[src/rtl/float_mantissa_multiplier.sv]
// -----------------------------------------------------------------------------
// float_mantissa_multiplier
//
// Sequential radix-2 shift-add multiplier for unsigned N-bit significands
// (hidden bit included). Produces the exact 2N-bit product consumed by
// float_normalizer. Operands enter through a valid/ready handshake, the
// product leaves through another one, and the latency is always N edges
// from acceptance to y_valid, independent of the operand values.
//
// Ports
//   clock    in   1    rising-edge clock
//   reset    in   1    synchronous reset, active-high
//   a_valid  in   1    A/B operand pair is valid
//   a_ready  out  1    block can accept operands (IDLE only)
//   A        in   N    multiplicand, unsigned
//   B        in   N    multiplier, unsigned
//   y_valid  out  1    Y holds a finished product (DONE only)
//   y_ready  in   1    consumer accepts Y
//   Y        out  2N   registered product A*B
//
// State   | meaning
// --------+---------------------------------------------------------------
// S_IDLE  | waiting for operands, a_ready=1
// S_BUSY  | one shift-add iteration per cycle, N iterations in total
// S_DONE  | product presented, y_valid=1, held until y_ready
// -----------------------------------------------------------------------------
module float_mantissa_multiplier #(
  parameter int N = 4
) (
  input  logic           clock,
  input  logic           reset,
  input  logic           a_valid,
  output logic           a_ready,
  input  logic [N-1:0]   A,
  input  logic [N-1:0]   B,
  output logic           y_valid,
  input  logic           y_ready,
  output logic [2*N-1:0] Y
);

  localparam int CNT_W = $clog2(N) + 1;
  localparam int PW    = 2 * N;

  if (N < 2) begin : g_bad_n
    $error("float_mantissa_multiplier: N must be >= 2");
  end

  typedef enum logic [1:0] {
    S_IDLE = 2'd0,
    S_BUSY = 2'd1,
    S_DONE = 2'd2
  } state_t;

  state_t           state_q,  state_d;
  logic [N-1:0]     mcand_q,  mcand_d;
  logic [N-1:0]     mplier_q, mplier_d;
  logic [PW-1:0]    acc_q,    acc_d;
  logic [CNT_W-1:0] cnt_q,    cnt_d;
  logic [PW-1:0]    y_q,      y_d;

  logic [PW-1:0]    addend;
  logic             last_iter;

  // Multiplicand weighted by the current iteration index. The counter never
  // exceeds N-1 while BUSY, so the shifted value always fits in 2N bits.
  assign addend    = {{N{1'b0}}, mcand_q} << cnt_q;
  assign last_iter = (cnt_q == CNT_W'(N - 1));

  always_comb begin
    state_d  = state_q;
    mcand_d  = mcand_q;
    mplier_d = mplier_q;
    acc_d    = acc_q;
    cnt_d    = cnt_q;
    y_d      = y_q;

    case (state_q)
      S_IDLE: begin
        if (a_valid) begin
          mcand_d  = A;
          mplier_d = B;
          acc_d    = '0;
          cnt_d    = '0;
          state_d  = S_BUSY;
        end
      end

      S_BUSY: begin
        if (mplier_q[0]) begin
          acc_d = acc_q + addend;
        end
        mplier_d = mplier_q >> 1;
        cnt_d    = cnt_q + CNT_W'(1);
        // The final iteration's partial product is folded into Y on the
        // same edge that enters DONE, so latency stays exactly N edges.
        if (last_iter) begin
          y_d     = acc_d;
          state_d = S_DONE;
        end
      end

      S_DONE: begin
        if (y_ready) begin
          state_d = S_IDLE;
        end
      end

      default: begin
        state_d = S_IDLE;
      end
    endcase
  end

  always_ff @(posedge clock) begin
    if (reset) begin
      state_q  <= S_IDLE;
      mcand_q  <= '0;
      mplier_q <= '0;
      acc_q    <= '0;
      cnt_q    <= '0;
      y_q      <= '0;
    end else begin
      state_q  <= state_d;
      mcand_q  <= mcand_d;
      mplier_q <= mplier_d;
      acc_q    <= acc_d;
      cnt_q    <= cnt_d;
      y_q      <= y_d;
    end
  end

  // Handshake flags are pure functions of state, never of a_valid/y_ready.
  assign a_ready = (state_q == S_IDLE);
  assign y_valid = (state_q == S_DONE);
  assign Y       = y_q;

endmodule

[config.mk]
export PLATFORM = sky130hd
export DESIGN_NAME = float_mantissa_multiplier
export DESIGN_NICKNAME = d
export VERILOG_FILES = /design/src/rtl/float_mantissa_multiplier.sv
export SDC_FILE = /design/constraint.sdc
export NUM_CORES = 1
export LEC_CHECK = 0
export CAP_MARGIN = 0
export CELL_PAD_IN_SITES_DETAIL_PLACEMENT = 1
export CELL_PAD_IN_SITES_GLOBAL_PLACEMENT = 1
export CORE_ASPECT_RATIO = 0.9
export CORE_MARGIN = 2
export CORE_UTILIZATION = 30
export CTS_CLUSTER_SIZE = 16
export DETAILED_ROUTE_END_ITERATION = 16
export PLACE_DENSITY_LB_ADDON = 0.15
export SLEW_MARGIN = 40
export SYNTH_ARGS = -nofsm -noshare
export SYNTH_HDL_FRONTEND = slang
export SYNTH_SLANG_ARGS = --single-unit
[constraint.sdc]
create_clock -name clock -period 2.9 [get_ports clock]
set_clock_uncertainty 0.15 [all_clocks]
set_input_delay 0.58 -clock clock [delete_from_list [all_inputs] [get_ports clock]]
set_output_delay 0.58 -clock clock [all_outputs]
set_load 0.02 [all_outputs]
==> implementation parameters <==
Parameter                              Value

Outcome
  Run status ... finished, final reports clean

STA
  RSZ-0062 raised after global routing ... false
  Smallest hold slack ... 0.323 ns
  Final-report setup violation count ... 0
  Number of hold violations in the final report ... 0
  Remaining max-slew budget at the tightest pin ... 61.1%
  Share of the cycle needed by the critical path after routing ... 94.5%
  Min Clock Period, post-route ... 2.74 ns
  Sum of negative setup slack ... 0 ns
  Actual transition at the worst max-transition pin ... 0.584 ns
  Slew Viols, Final ... 0
  Achievable Freq ... 365 MHz

Floorplanning
  Die Y-Extent ... 77.7 µm
  Die Footprint ... 6670 µm²
  Starting density of the core ... 31.4%
  Placeable core region ... 5760 µm²
  IO Count ... 22
  Cell row count ... 26
  Width of the chip ... 85.9 µm

Clock network
  CTS root buffer ... sky130_fd_sc_hd__clkbuf_8
  Number of cells upsized or downsized after cts ... 0
  Total clock buffers created by CTS ... 5
  CTS Hold Buffers Added ... 0
  CTS clk-pin slew, worst paths ... 0.08 ns
  Clock tree from TritonCTS ... done
  Clock buffer depth ... 2
  Number of buffers inserted by post-CTS setup repair ... 0
  Insertion delay of the later-clocked pin in the worst-skew pair ... 0.30 ns
  Total clock sinks ... 29
  Number of levels in the clock H-tree ... 2

Synth
  Sequential fraction of the synthesis area ... 32.1%
  Most used standard cells in the synthesized netlist ... sky130_fd_sc_hd__nand2_1 (32), sky130_fd_sc_hd__dfxtp_1 (29), sky130_fd_sc_hd__nor2_1 (27)
  Count of unique library cells instantiated by Yosys ... 44
  Number of synthesized flops with an enable pin ... 0
  Most used DFF post-synth ... sky130_fd_sc_hd__dfxtp_1
  FFs w/ async S/R, synth ... 0%
  Fraction of synthesized cell area taken by the top area cell type ... 32.1%
  Cell taking the most area after synthesis ... sky130_fd_sc_hd__dfxtp_1
  Combined area of all synthesized cells ... 1810 µm²
  Net count after synthesis ... 251
  Flops & latches, synth ... 29
  Post-synthesis area per instance ... 7.91 µm²
  Synthesized instance count ... 229
  Yosys warns ... 0
  Library cell with the highest instance count after synthesis ... sky130_fd_sc_hd__nand2_1
  Top cells by area in the synthesized netlist ... sky130_fd_sc_hd__dfxtp_1 (32%), sky130_fd_sc_hd__nand2_1 (6.6%), sky130_fd_sc_hd__ha_1 (6.2%)

GRT
  First-pass GRT wire length ... 8850 µm
  Vias in the first global route ... 1657
  All-Layer GR Usage ... 17.6%
  Number of antenna violations at the first check in global routing ... 0
  Largest net degree at the start of global routing ... 31
  Total grt overflow ... 0

Worst setup path
  Crit path launch type ... flip-flop
  Critical path fanouts, max ... 4
  Critical-path cell list ... mux4_2, and2_2, ha_1, a211oi_2, o21a_1, a21oi_2, or4_1, a311oi_2
  Kind of end point of the critical path ... flip-flop
  Reg2Reg Depth ... 8
  Critical setup path kind ... flip-flop to flip-flop
  Data required time of the critical path ... 2.97 ns
  Arrival time of the worst setup path ... 2.82 ns
  Slowest CP cell ... sky130_fd_sc_hd__mux4_2
  Slowest cell delay on critical path ... 0.52 ns

Placed design
  DPL Wire Length ... 3980 µm
  Buffers on Ports ... 21
  Last weighted congestion value of the routability-driven placer ... 0.915

Detailed routing
  Via total after detailed routing ... 1715
  Count of routing violations after the opening detailed-route iteration ... 104
  Initial DRT Pass Iterations ... 6
  Met3 wire len ... 175 µm
  DRC violations left ... 0
  Detailed-routing wirelength on met1 ... 3000 µm
  Amount of wire on met2 after detailed routing ... 2270 µm
  Top routing layer in use ... met4
  Routed len/inst ... 16.9 µm
  Via-to-Cell Ratio ... 5.21
  Number of nets with antenna violations after detailed routing ... 0
  Aggregate routed wire length ... 5560 µm

Job
  Maximum Capacitance Violations ... 0

Cells and area
  Count of inserted antenna diode cells ... 0
  Area growth from synthesis to layout ... 27.3%
  Layout net count ... 280
  Utilization of the core after routing ... 40.0%
  Share of layout cells above drive strength 1 ... 16.6%

Pwr
  Pwr dens ... 457 nW/µm²
  Static leakage ... 0.826 nW
  Peak supply drop ... 0.165 mV

Worst hold path
  Worst hold path depth ... 2
  Kind of path behind the tightest hold check ... flip-flop to flip-flop
-- cell families (layout without fill, tap and decap cells) --
logic type | Yosys count | in the layout | synth area share (%)
adder cells (fa/ha/maj) | 10 | 10 | 7.33
XOR/XNOR | 2 | 2 | 0.968
AO/OA/AOI/OAI | 64 | 64 | 23.4
buffers and inverters | 19 | 49 | 4.97
AND/OR/NAND/NOR | 95 | 95 | 25.0
multiplexers | 10 | 10 | 6.29
flip-flops | 29 | 29 | 32.1
-- metal layers --
layer | up-vias | global-route usage (%)
met1 | 803 | 25.9
met5 | - | 0
li1 | 877 | -
met3 | 9 | 3.94
met4 | 0 | 7.62
met2 | 26 | 24.0
-- critical path: cells and delay by family (launching register included) --
family / cells / cell delay, ns
AOI/OAI and AO/OA: 4 / 0.73
adders and majority gates: 1 / 0.24
DFF: 1 / 0.35
muxes: 1 / 0.52
and+or+nand+nor: 2 / 0.69
-- sequential cells by signal, summed over array words and instances, names as in the netlist --
signal,flops
Y,8
acc_q,8
mcand_q,4
mplier_q,4
cnt_q,3
state_q,2
-- metrics by stage --
step           cell area, µm²  power (W)  worst slack (ns)  instances
4_1_cts                  2270    0.00106            0.0136        329
2_1_floorplan            1810   0.000531             0.103        229
3_5_place_dp             2150   0.000597            0.0366        321
3_3_place_gp             2150   0.000594            0.0891        321
5_1_grt                  2300    0.00110            0.0125        329
6_report                 2300    0.00105             0.159        329
-- power by group --
part	switching [W]	leakage (nW)	internal, W
registers	0.0000147	0.237	0.000413
logic	0.0000943	0.531	0.0000711
clock network	0.000181	0.0585	0.000280
-- final timing paths --
kind	startpoint	slack, ns	endpoint
hold / removal	mplier_q[3]	0.32	mplier_q[3]
setup / recovery	cnt_q[0]	0.16	Y[7]
setup reg to reg	cnt_q[0]	0.16	Y[7]
hold reg to reg	mplier_q[3]	0.32	mplier_q[3]
-- placed cells by master, fill, tap and decap left out, types with 3 or more instances in the layout --
master and n:
sky130_fd_sc_hd__nand3b_1 3, sky130_fd_sc_hd__buf_4 15, sky130_fd_sc_hd__mux2i_1 7, sky130_fd_sc_hd__o31ai_1 3
sky130_fd_sc_hd__nand2b_1 7, sky130_fd_sc_hd__nor2_1 27, sky130_fd_sc_hd__clkbuf_8 6, sky130_fd_sc_hd__clkdlybuf4s50_1 21
sky130_fd_sc_hd__a21oi_1 20, sky130_fd_sc_hd__a311oi_1 7, sky130_fd_sc_hd__dfxtp_1 27, sky130_fd_sc_hd__o21ai_0 5
sky130_fd_sc_hd__nor3b_1 4, sky130_fd_sc_hd__a211oi_1 8, sky130_fd_sc_hd__nand3_1 6, sky130_fd_sc_hd__ha_1 9
sky130_fd_sc_hd__inv_1 4, sky130_fd_sc_hd__a211oi_2 3, sky130_fd_sc_hd__nand2_1 32, sky130_fd_sc_hd__a31oi_1 3
-- layout make-up --
type,instances,area (µm²)
repair buffers,36,323
clock buffers,7,86.3
flip-flops and latches,29,583
fillers,692,3450
well taps,70,87.6
multi-input cells,181,1180
inverters,5,18.8
clock inverters,1,30.0
Note: power is estimated with default switching activity, not from simulation.
